--- src/rtl/shift_pkg.sv ---
// Shared definitions for the pipelined barrel shifter: operation encoding
// and the mapping of mux levels onto pipeline stages.
// Optional feature macro used by the shifter files: SHIFT_WORD_OP_EN.
package shift_pkg;

    localparam int SHIFT_OP_W = 3;

    // Codes 5..7 are not listed; the datapath passes such operands through unshifted.
    typedef enum logic [SHIFT_OP_W-1:0] {
        SLL = 3'd0,
        SRL = 3'd1,
        SRA = 3'd2,
        ROL = 3'd3,
        ROR = 3'd4
    } shift_op_t;

    // First mux level owned by stage s (inclusive).
    function automatic int stage_lo(input int s, input int stages, input int amt_w);
        return (s * amt_w) / stages;
    endfunction

    // Last mux level owned by stage s (exclusive); the final stage takes the remainder.
    function automatic int stage_hi(input int s, input int stages, input int amt_w);
        int hi;
        if (s == stages - 1) begin
            hi = amt_w;
        end else begin
            hi = ((s + 1) * amt_w) / stages;
        end
        return hi;
    endfunction

endpackage

--- src/rtl/shift_stage.sv ---
// One pipeline slice of the barrel shifter. Applies mux levels
// [LVL_LO, LVL_HI) to the incoming operand and registers the result
// together with valid, amount, op, sign and tag.
// With SHIFT_WORD_OP_EN defined, a word flag travels with the op and
// switches the levels to 32-bit operation on the low half.
module shift_stage
    import shift_pkg::*;
#(
    parameter int WIDTH  = 64,
    parameter int TAG_W  = 4,
    parameter int AMT_W  = 6,
    parameter int LVL_LO = 0,
    parameter int LVL_HI = 3
) (
    input  logic                  clk,
    input  logic                  rst_n,
    input  logic                  load_i,
    input  logic                  up_valid_i,
    input  logic [WIDTH-1:0]      up_data_i,
    input  logic [AMT_W-1:0]      up_amt_i,
    input  logic [SHIFT_OP_W-1:0] up_op_i,
    input  logic                  up_sign_i,
    input  logic [TAG_W-1:0]      up_tag_i,
`ifdef SHIFT_WORD_OP_EN
    input  logic                  up_word_i,
    output logic                  dn_word_o,
`endif
    output logic                  dn_valid_o,
    output logic [WIDTH-1:0]      dn_data_o,
    output logic [AMT_W-1:0]      dn_amt_o,
    output logic [SHIFT_OP_W-1:0] dn_op_o,
    output logic                  dn_sign_o,
    output logic [TAG_W-1:0]      dn_tag_o
);

    logic                  valid_q;
    logic [WIDTH-1:0]      data_q;
    logic [WIDTH-1:0]      data_d;
    logic [AMT_W-1:0]      amt_q;
    logic [SHIFT_OP_W-1:0] op_q;
    logic                  sign_q;
    logic [TAG_W-1:0]      tag_q;
`ifdef SHIFT_WORD_OP_EN
    logic                  word_q;
`endif

    // Full-width shift/rotate by a constant k; sign supplies the SRA fill.
    function automatic logic [WIDTH-1:0] shift_level(input logic [WIDTH-1:0]      d,
                                                     input logic [SHIFT_OP_W-1:0] op,
                                                     input logic                  sign,
                                                     input int                    k);
        logic [WIDTH-1:0] fill;
        logic [WIDTH-1:0] r;
        fill = sign ? ~({WIDTH{1'b1}} >> k) : '0;
        case (op)
            SLL:     r = d << k;
            SRL:     r = d >> k;
            SRA:     r = (d >> k) | fill;
            ROL:     r = (d << k) | (d >> (WIDTH - k));
            ROR:     r = (d >> k) | (d << (WIDTH - k));
            default: r = d;
        endcase
        return r;
    endfunction

`ifdef SHIFT_WORD_OP_EN
    // 32-bit variant on the low half; the upper half is rebuilt by sign
    // extension at the pipeline output, so it is simply carried here.
    function automatic logic [WIDTH-1:0] shift_word(input logic [WIDTH-1:0]      d,
                                                    input logic [SHIFT_OP_W-1:0] op,
                                                    input logic                  sign,
                                                    input int                    k);
        logic [31:0] w;
        logic [31:0] fill;
        logic [31:0] r;
        w    = d[31:0];
        fill = sign ? ~(32'hFFFF_FFFF >> k) : '0;
        case (op)
            SLL:     r = w << k;
            SRL:     r = w >> k;
            SRA:     r = (w >> k) | fill;
            ROL:     r = (w << k) | (w >> (32 - k));
            ROR:     r = (w >> k) | (w << (32 - k));
            default: r = w;
        endcase
        return {d[WIDTH-1:32], r};
    endfunction
`endif

    // Mux levels owned by this slice: level i shifts by 2^i when amt[i] is set.
    always_comb begin
        data_d = up_data_i;
        for (int i = LVL_LO; i < LVL_HI; i++) begin
            if (up_amt_i[i]) begin
`ifdef SHIFT_WORD_OP_EN
                if (up_word_i) begin
                    data_d = shift_word(data_d, up_op_i, up_sign_i, 1 << i);
                end else begin
                    data_d = shift_level(data_d, up_op_i, up_sign_i, 1 << i);
                end
`else
                data_d = shift_level(data_d, up_op_i, up_sign_i, 1 << i);
`endif
            end
        end
    end

    // Slice register: loads when the slice advances, payload only for valid beats.
    always_ff @(posedge clk) begin
        if (!rst_n) begin
            valid_q <= 1'b0;
            data_q  <= '0;
            amt_q   <= '0;
            op_q    <= '0;
            sign_q  <= 1'b0;
            tag_q   <= '0;
`ifdef SHIFT_WORD_OP_EN
            word_q  <= 1'b0;
`endif
        end else if (load_i) begin
            valid_q <= up_valid_i;
            if (up_valid_i) begin
                data_q <= data_d;
                amt_q  <= up_amt_i;
                op_q   <= up_op_i;
                sign_q <= up_sign_i;
                tag_q  <= up_tag_i;
`ifdef SHIFT_WORD_OP_EN
                word_q <= up_word_i;
`endif
            end
        end
    end

    assign dn_valid_o = valid_q;
    assign dn_data_o  = data_q;
    assign dn_amt_o   = amt_q;
    assign dn_op_o    = op_q;
    assign dn_sign_o  = sign_q;
    assign dn_tag_o   = tag_q;
`ifdef SHIFT_WORD_OP_EN
    assign dn_word_o  = word_q;
`endif

endmodule

--- src/rtl/pipe_shifter.sv ---
// Pipelined barrel shifter (SLL/SRL/SRA/ROL/ROR) with a pass-through tag.
// STAGES slices of shift_stage split the log2(WIDTH) mux levels.
// Optional feature macro: SHIFT_WORD_OP_EN adds in_word for RV64 *W ops
// (32-bit operation, result sign-extended; WIDTH must be 64).
//
// Handshake: a beat moves on a rising edge where valid && ready are both
// high. in_ready/out_ready flow backwards combinationally through the stall
// chain; valid and payload flow forwards only through registers, so in_*
// never reaches out_* in the same cycle, and a stalled output holds steady.
module pipe_shifter
    import shift_pkg::*;
#(
    parameter  int WIDTH  = 64,
    parameter  int STAGES = 2,
    parameter  int TAG_W  = 4,
    localparam int AMT_W  = $clog2(WIDTH)
) (
    input  logic                  clk,
    input  logic                  rst_n,
    input  logic                  in_valid,
    output logic                  in_ready,
    input  logic [WIDTH-1:0]      in_data,
    input  logic [AMT_W-1:0]      in_amt,
    input  logic [SHIFT_OP_W-1:0] in_op,
    input  logic [TAG_W-1:0]      in_tag,
`ifdef SHIFT_WORD_OP_EN
    input  logic                  in_word,
`endif
    output logic                  out_valid,
    input  logic                  out_ready,
    output logic [WIDTH-1:0]      out_data,
    output logic [TAG_W-1:0]      out_tag
);

    if (WIDTH < 8 || (WIDTH & (WIDTH - 1)) != 0) begin : g_bad_width
        $error("pipe_shifter: WIDTH must be a power of two and at least 8");
    end
    if (STAGES < 1 || STAGES > AMT_W) begin : g_bad_stages
        $error("pipe_shifter: STAGES must lie in 1..log2(WIDTH)");
    end
`ifdef SHIFT_WORD_OP_EN
    if (WIDTH != 64) begin : g_bad_word
        $error("pipe_shifter: word operations need WIDTH == 64");
    end
`endif

    // Index s is the input of slice s; index STAGES is the pipeline output.
    logic [STAGES:0]       v_c;
    logic [STAGES:0]       adv_c;
    logic [STAGES:0]       sign_c;
    logic [WIDTH-1:0]      data_c [STAGES+1];
    logic [AMT_W-1:0]      amt_c  [STAGES+1];
    logic [SHIFT_OP_W-1:0] op_c   [STAGES+1];
    logic [TAG_W-1:0]      tag_c  [STAGES+1];
`ifdef SHIFT_WORD_OP_EN
    logic [STAGES:0]       word_c;
`endif
    logic                  unused_tail;

    // Operand preparation: word ops mask the amount to 5 bits and take the sign from bit 31.
    always_comb begin
        v_c[0]    = in_valid;
        data_c[0] = in_data;
        amt_c[0]  = in_amt;
        op_c[0]   = in_op;
        tag_c[0]  = in_tag;
        sign_c[0] = in_data[WIDTH-1];
`ifdef SHIFT_WORD_OP_EN
        word_c[0] = in_word;
        if (in_word) begin
            amt_c[0]  = in_amt & AMT_W'(31);
            sign_c[0] = in_data[31];
        end
`endif
    end

    // Stall chain: a slice advances when its register is empty or the next one advances.
    always_comb begin
        adv_c         = '0;
        adv_c[STAGES] = out_ready;
        for (int s = STAGES - 1; s >= 0; s--) begin
            adv_c[s] = !v_c[s+1] || adv_c[s+1];
        end
    end

    for (genvar s = 0; s < STAGES; s++) begin : g_stage
        shift_stage #(
            .WIDTH  (WIDTH),
            .TAG_W  (TAG_W),
            .AMT_W  (AMT_W),
            .LVL_LO (stage_lo(s, STAGES, AMT_W)),
            .LVL_HI (stage_hi(s, STAGES, AMT_W))
        ) u_stage (
            .clk        (clk),
            .rst_n      (rst_n),
            .load_i     (adv_c[s]),
            .up_valid_i (v_c[s]),
            .up_data_i  (data_c[s]),
            .up_amt_i   (amt_c[s]),
            .up_op_i    (op_c[s]),
            .up_sign_i  (sign_c[s]),
            .up_tag_i   (tag_c[s]),
`ifdef SHIFT_WORD_OP_EN
            .up_word_i  (word_c[s]),
            .dn_word_o  (word_c[s+1]),
`endif
            .dn_valid_o (v_c[s+1]),
            .dn_data_o  (data_c[s+1]),
            .dn_amt_o   (amt_c[s+1]),
            .dn_op_o    (op_c[s+1]),
            .dn_sign_o  (sign_c[s+1]),
            .dn_tag_o   (tag_c[s+1])
        );
    end

    // Output stage: word results are rebuilt by sign extension from bit 31.
    always_comb begin
        out_data = data_c[STAGES];
`ifdef SHIFT_WORD_OP_EN
        if (word_c[STAGES] && op_c[STAGES] <= SHIFT_OP_W'(ROR)) begin
            out_data = {{(WIDTH-32){data_c[STAGES][31]}}, data_c[STAGES][31:0]};
        end
`endif
    end

    assign out_valid = v_c[STAGES];
    assign out_tag   = tag_c[STAGES];
    // Reported ready while reset is held so upstream never sees a stall from a flushing pipe.
    assign in_ready  = adv_c[0] || !rst_n;

    // Amount, sign and op are no longer needed once the last level has been applied.
    assign unused_tail = ^{amt_c[STAGES], sign_c[STAGES], op_c[STAGES]};

endmodule

--- config.mk ---
export PLATFORM = sky130hd
export DESIGN_NAME = pipe_shifter
export DESIGN_NICKNAME = d
export VERILOG_FILES = /design/src/rtl/shift_pkg.sv /design/src/rtl/shift_stage.sv /design/src/rtl/pipe_shifter.sv
export SDC_FILE = /design/constraint.sdc
export NUM_CORES = 1
export LEC_CHECK = 0
export ABC_AREA = 1
export BUFFER_PORTS_ARGS = -buffer_cell sky130_fd_sc_hd__buf_2
export CORE_MARGIN = 3
export CORE_UTILIZATION = 55
export CTS_CLUSTER_DIAMETER = 80
export DETAILED_ROUTE_END_ITERATION = 6
export GPL_TIMING_DRIVEN = 0
export HOLD_SLACK_MARGIN = 0.12
export PLACE_DENSITY = 0.83
export SLEW_MARGIN = 20
export SYNTH_ARGS = -nofsm -noshare
export SYNTH_HDL_FRONTEND = slang
export SYNTH_SLANG_ARGS = --single-unit
--- constraint.sdc ---
create_clock -name clk -period 1.9 [get_ports clk]
set_clock_uncertainty 0.2 [all_clocks]
set_input_delay 0.095 -clock clk [delete_from_list [all_inputs] [get_ports clk]]
set_output_delay 0.095 -clock clk [all_outputs]
set_load 0.02 [all_outputs]
==> out/results.tsv <==
metric	value	unit
First DRT Iteration DRCs	4283	
P&R area growth vs syn	29.21	%
cells on worst reg2reg path	12	
largest area contributor in the netlist	nand3_1	
failing checks	DRC, setup timing	
worst hold stages	9	
internal cell power	7.600	mW
maximum clock path buffer count	2	
critical path peak fanout	10	
DR DRC count	132	
Initial Util	0.5685	
number of synthesized register bits	145	
Startpoint Class	flop	
DIE AREA	28470	sq um
fmax	0.4389	GHz
share of power burned in registers	0.270	
power density over the cells	712.7	nW/um^2
layout cells sized above 1	0.3266	
wire per inst	22.34	microns
CTS root buffer	clkbuf_16	
Pwr Total	13.41	mW
DR pass1 iterations	7	
largest net degree at the start of global routing	17	
cell count after placement	3061	
WP data required	2.07	ns
mapped cell area	14560	sq um
register area	2914	sq um
fillcell total	2200	
Synth area leaders	nand3_1, nand2_1, dfxtp_1, a21oi_1, or2_2	
final setup violation count	64	
worst rel slew slack	0.4518	
Die W	168.7	microns
Placed Area	15720	sq um
count of input and output buffers	149	
Crit Path Category	reg2reg	
status	complete, but fails checks	
pin slew with the least headroom to its limit	0.8224	ns
YS warnings	0	
EDFF count, synth	0	
max cap viols	0	
dpl ws	-0.7832	ns
dominant synthesized flop cell	dfxtp_1	
design area	18820	sq um
via-per-instance ratio	6.571	
clock share of power	0.267	
sequential share of the synthesized area	0.1993	
final worst setup slack	-0.3787	ns
CP arrival	2.45	ns
first-pass GRT wire length	102600	microns
final WL	70100	microns
TritonCTS clock tree	built	
core footprint	25620	sq um
Final min period	2.279	ns
Leak	8.546	nW
Cell variety after synth	26	
ys async rst share	0	
worst skew pair latency	0.44	ns
GRT Overall Usage	0.4574	
row cnt	58	
Non-Filler Instances	3138	
initial antenna violation count	1	
Synth top area share	0.2337	
Synth Instances	2582	
power share of the combinational group	0.463	
count of pins over their slew limit	0	
Ant. Diodes	0	
VDD IR max	604.6	uV
Final Wtd Congestion	1.162	
via count	20620	
Final ANT Viol Nets	0	
Syn Nets	2663	
period utilisation layout	1.199	
HP Class	in2reg	
total negative slack	-16.93	ns
Avg Cell Area, Syn	5.641	sq um
post-DP HPWL	52600	microns
Final Hold Viols	0	
I/O Pins	151	
GRT overflow	0	
H-tree Lvls	4	
area of the multi-input gates	11470	sq um
synth cell count leaders	nand2_1, nand3_1, a21oi_1	
Clock transition at path regs	0.07	ns
number of global-route vias before repair	18540	
Total Nets Final	2877	
net switching power	5.812	mW
chip height	168.7	microns
Critical Path End Type	flop	
CTS buffer count	17	
clk sink count	145	
top-count cell post-synth	nand2_1	
RSZ-0062 raised after global routing	yes	
switching share of total power	0.4334	
## logic make-up (layout without fill, tap and decap cells)
kind of cell	count (synthesis)	in the layout	synth area share
and+or+nand+nor	1782	1782	0.5625
AOI/OAI and AO/OA	338	338	0.1247
buffers and inverters	317	543	0.1135
DFF	145	145	0.1993
## cell usage in the layout, fill, tap and decap left out, types with 50 or more instances in the layout
cell     count
a21oi_1    233
nand3_1    527
buf_2      185
nand2_2     74
nand3_2    185
nand2_1    788
or2_2      108
dfxtp_1    142
inv_1       50
buf_4       98
## state kept, by name, indices dropped and copies added, names as in the netlist
register / cells
g_stage.u_stage.dn_tag_o: 8
g_stage.u_stage.dn_data_o: 128
g_stage.u_stage.dn_valid_o: 2
g_stage.u_stage.dn_op_o: 3
g_stage.u_stage.dn_amt_o: 3
g_stage.u_stage.dn_sign_o: 1
## final timing paths
path	startpoint	end	slack (ns)
hold / removal	in_data[49]	g_stage[0].u_stage.dn_data_o[48]$_SDFFE_PN0P_	0.15
setup reg to reg	g_stage[0].u_stage.dn_op_o[1]$_SDFFE_PN0P_	g_stage[1].u_stage.dn_data_o[42]$_SDFFE_PN0P_	-0.38
setup / recovery	g_stage[0].u_stage.dn_op_o[1]$_SDFFE_PN0P_	g_stage[1].u_stage.dn_data_o[42]$_SDFFE_PN0P_	-0.38
hold reg to reg	g_stage[1].u_stage.dn_data_o[63]$_SDFFE_PN0P_	g_stage[1].u_stage.dn_data_o[63]$_SDFFE_PN0P_	0.26
## power groups by stage
stage	clock, mW	combinational (mW)	sequential, mW
floorplan	0	3.47	3.49
CTS	3.52	5.34	3.57
detailed placement	0	4.88	3.63
global placement	0	4.81	3.62
global route	3.65	6.56	3.62
finish	3.58	6.21	3.62
## timing repair
| action | CTS | global route |
|---|---|---|
| hold buffers | 16 | 0 |
| endpoints found under the setup margin | 144 | 138 |
| pin swaps | 26 | 70 |
| endpoints found under the hold margin | 21 | 0 |
| buffers inserted | 15 | 11 |
| gates resized for setup | 302 | 282 |
| gates cloned | 0 | 4 |
## routing by layer
metal | global-route usage | vias to the layer above | share of wire
met3 | 0.1446 | 425 | 0.16
met4 | 0.1946 | 0 | 0.058
li1 | - | 9035 | -
met1 | 0.6179 | 9400 | 0.38
met2 | 0.6716 | 1760 | 0.40
met5 | 0 | - | 0
## final cells by class
| cell class | count | area share |
|---|---|---|
| plain buffers | 255 | 0.1025 |
| clock buffers | 19 | 0.02354 |
| clock inverters | 12 | 0.008444 |
| inverters | 62 | 0.01290 |
| multi-input cells | 2120 | 0.6094 |
| flip-flops and latches | 145 | 0.1549 |
| well taps | 330 | 0.02194 |
| repair buffers | 195 | 0.06642 |
## critical path: stages, from the launching register on
cell and delay [ns]:
dfxtp_4 0.39, nor2_4 0.15, nand2_4 0.10, nand3_4 0.17, buf_6 0.18, nand2_1 0.06, nand2_1 0.15, nand2_1 0.19
nand2_1 0.13, nand3_1 0.10, nand2_2 0.09, nand3_4 0.13, a21oi_2 0.16
## stage by stage
step                utilization  hold slack, ns
CTS                      0.6885          0.1349
global route             0.7346          0.1893
global placement         0.6138          0.1494
floorplan                     -         0.06168
finish                   0.7346          0.1494
detailed placement       0.6138          0.1522
Power figures use the tool's default switching activity.
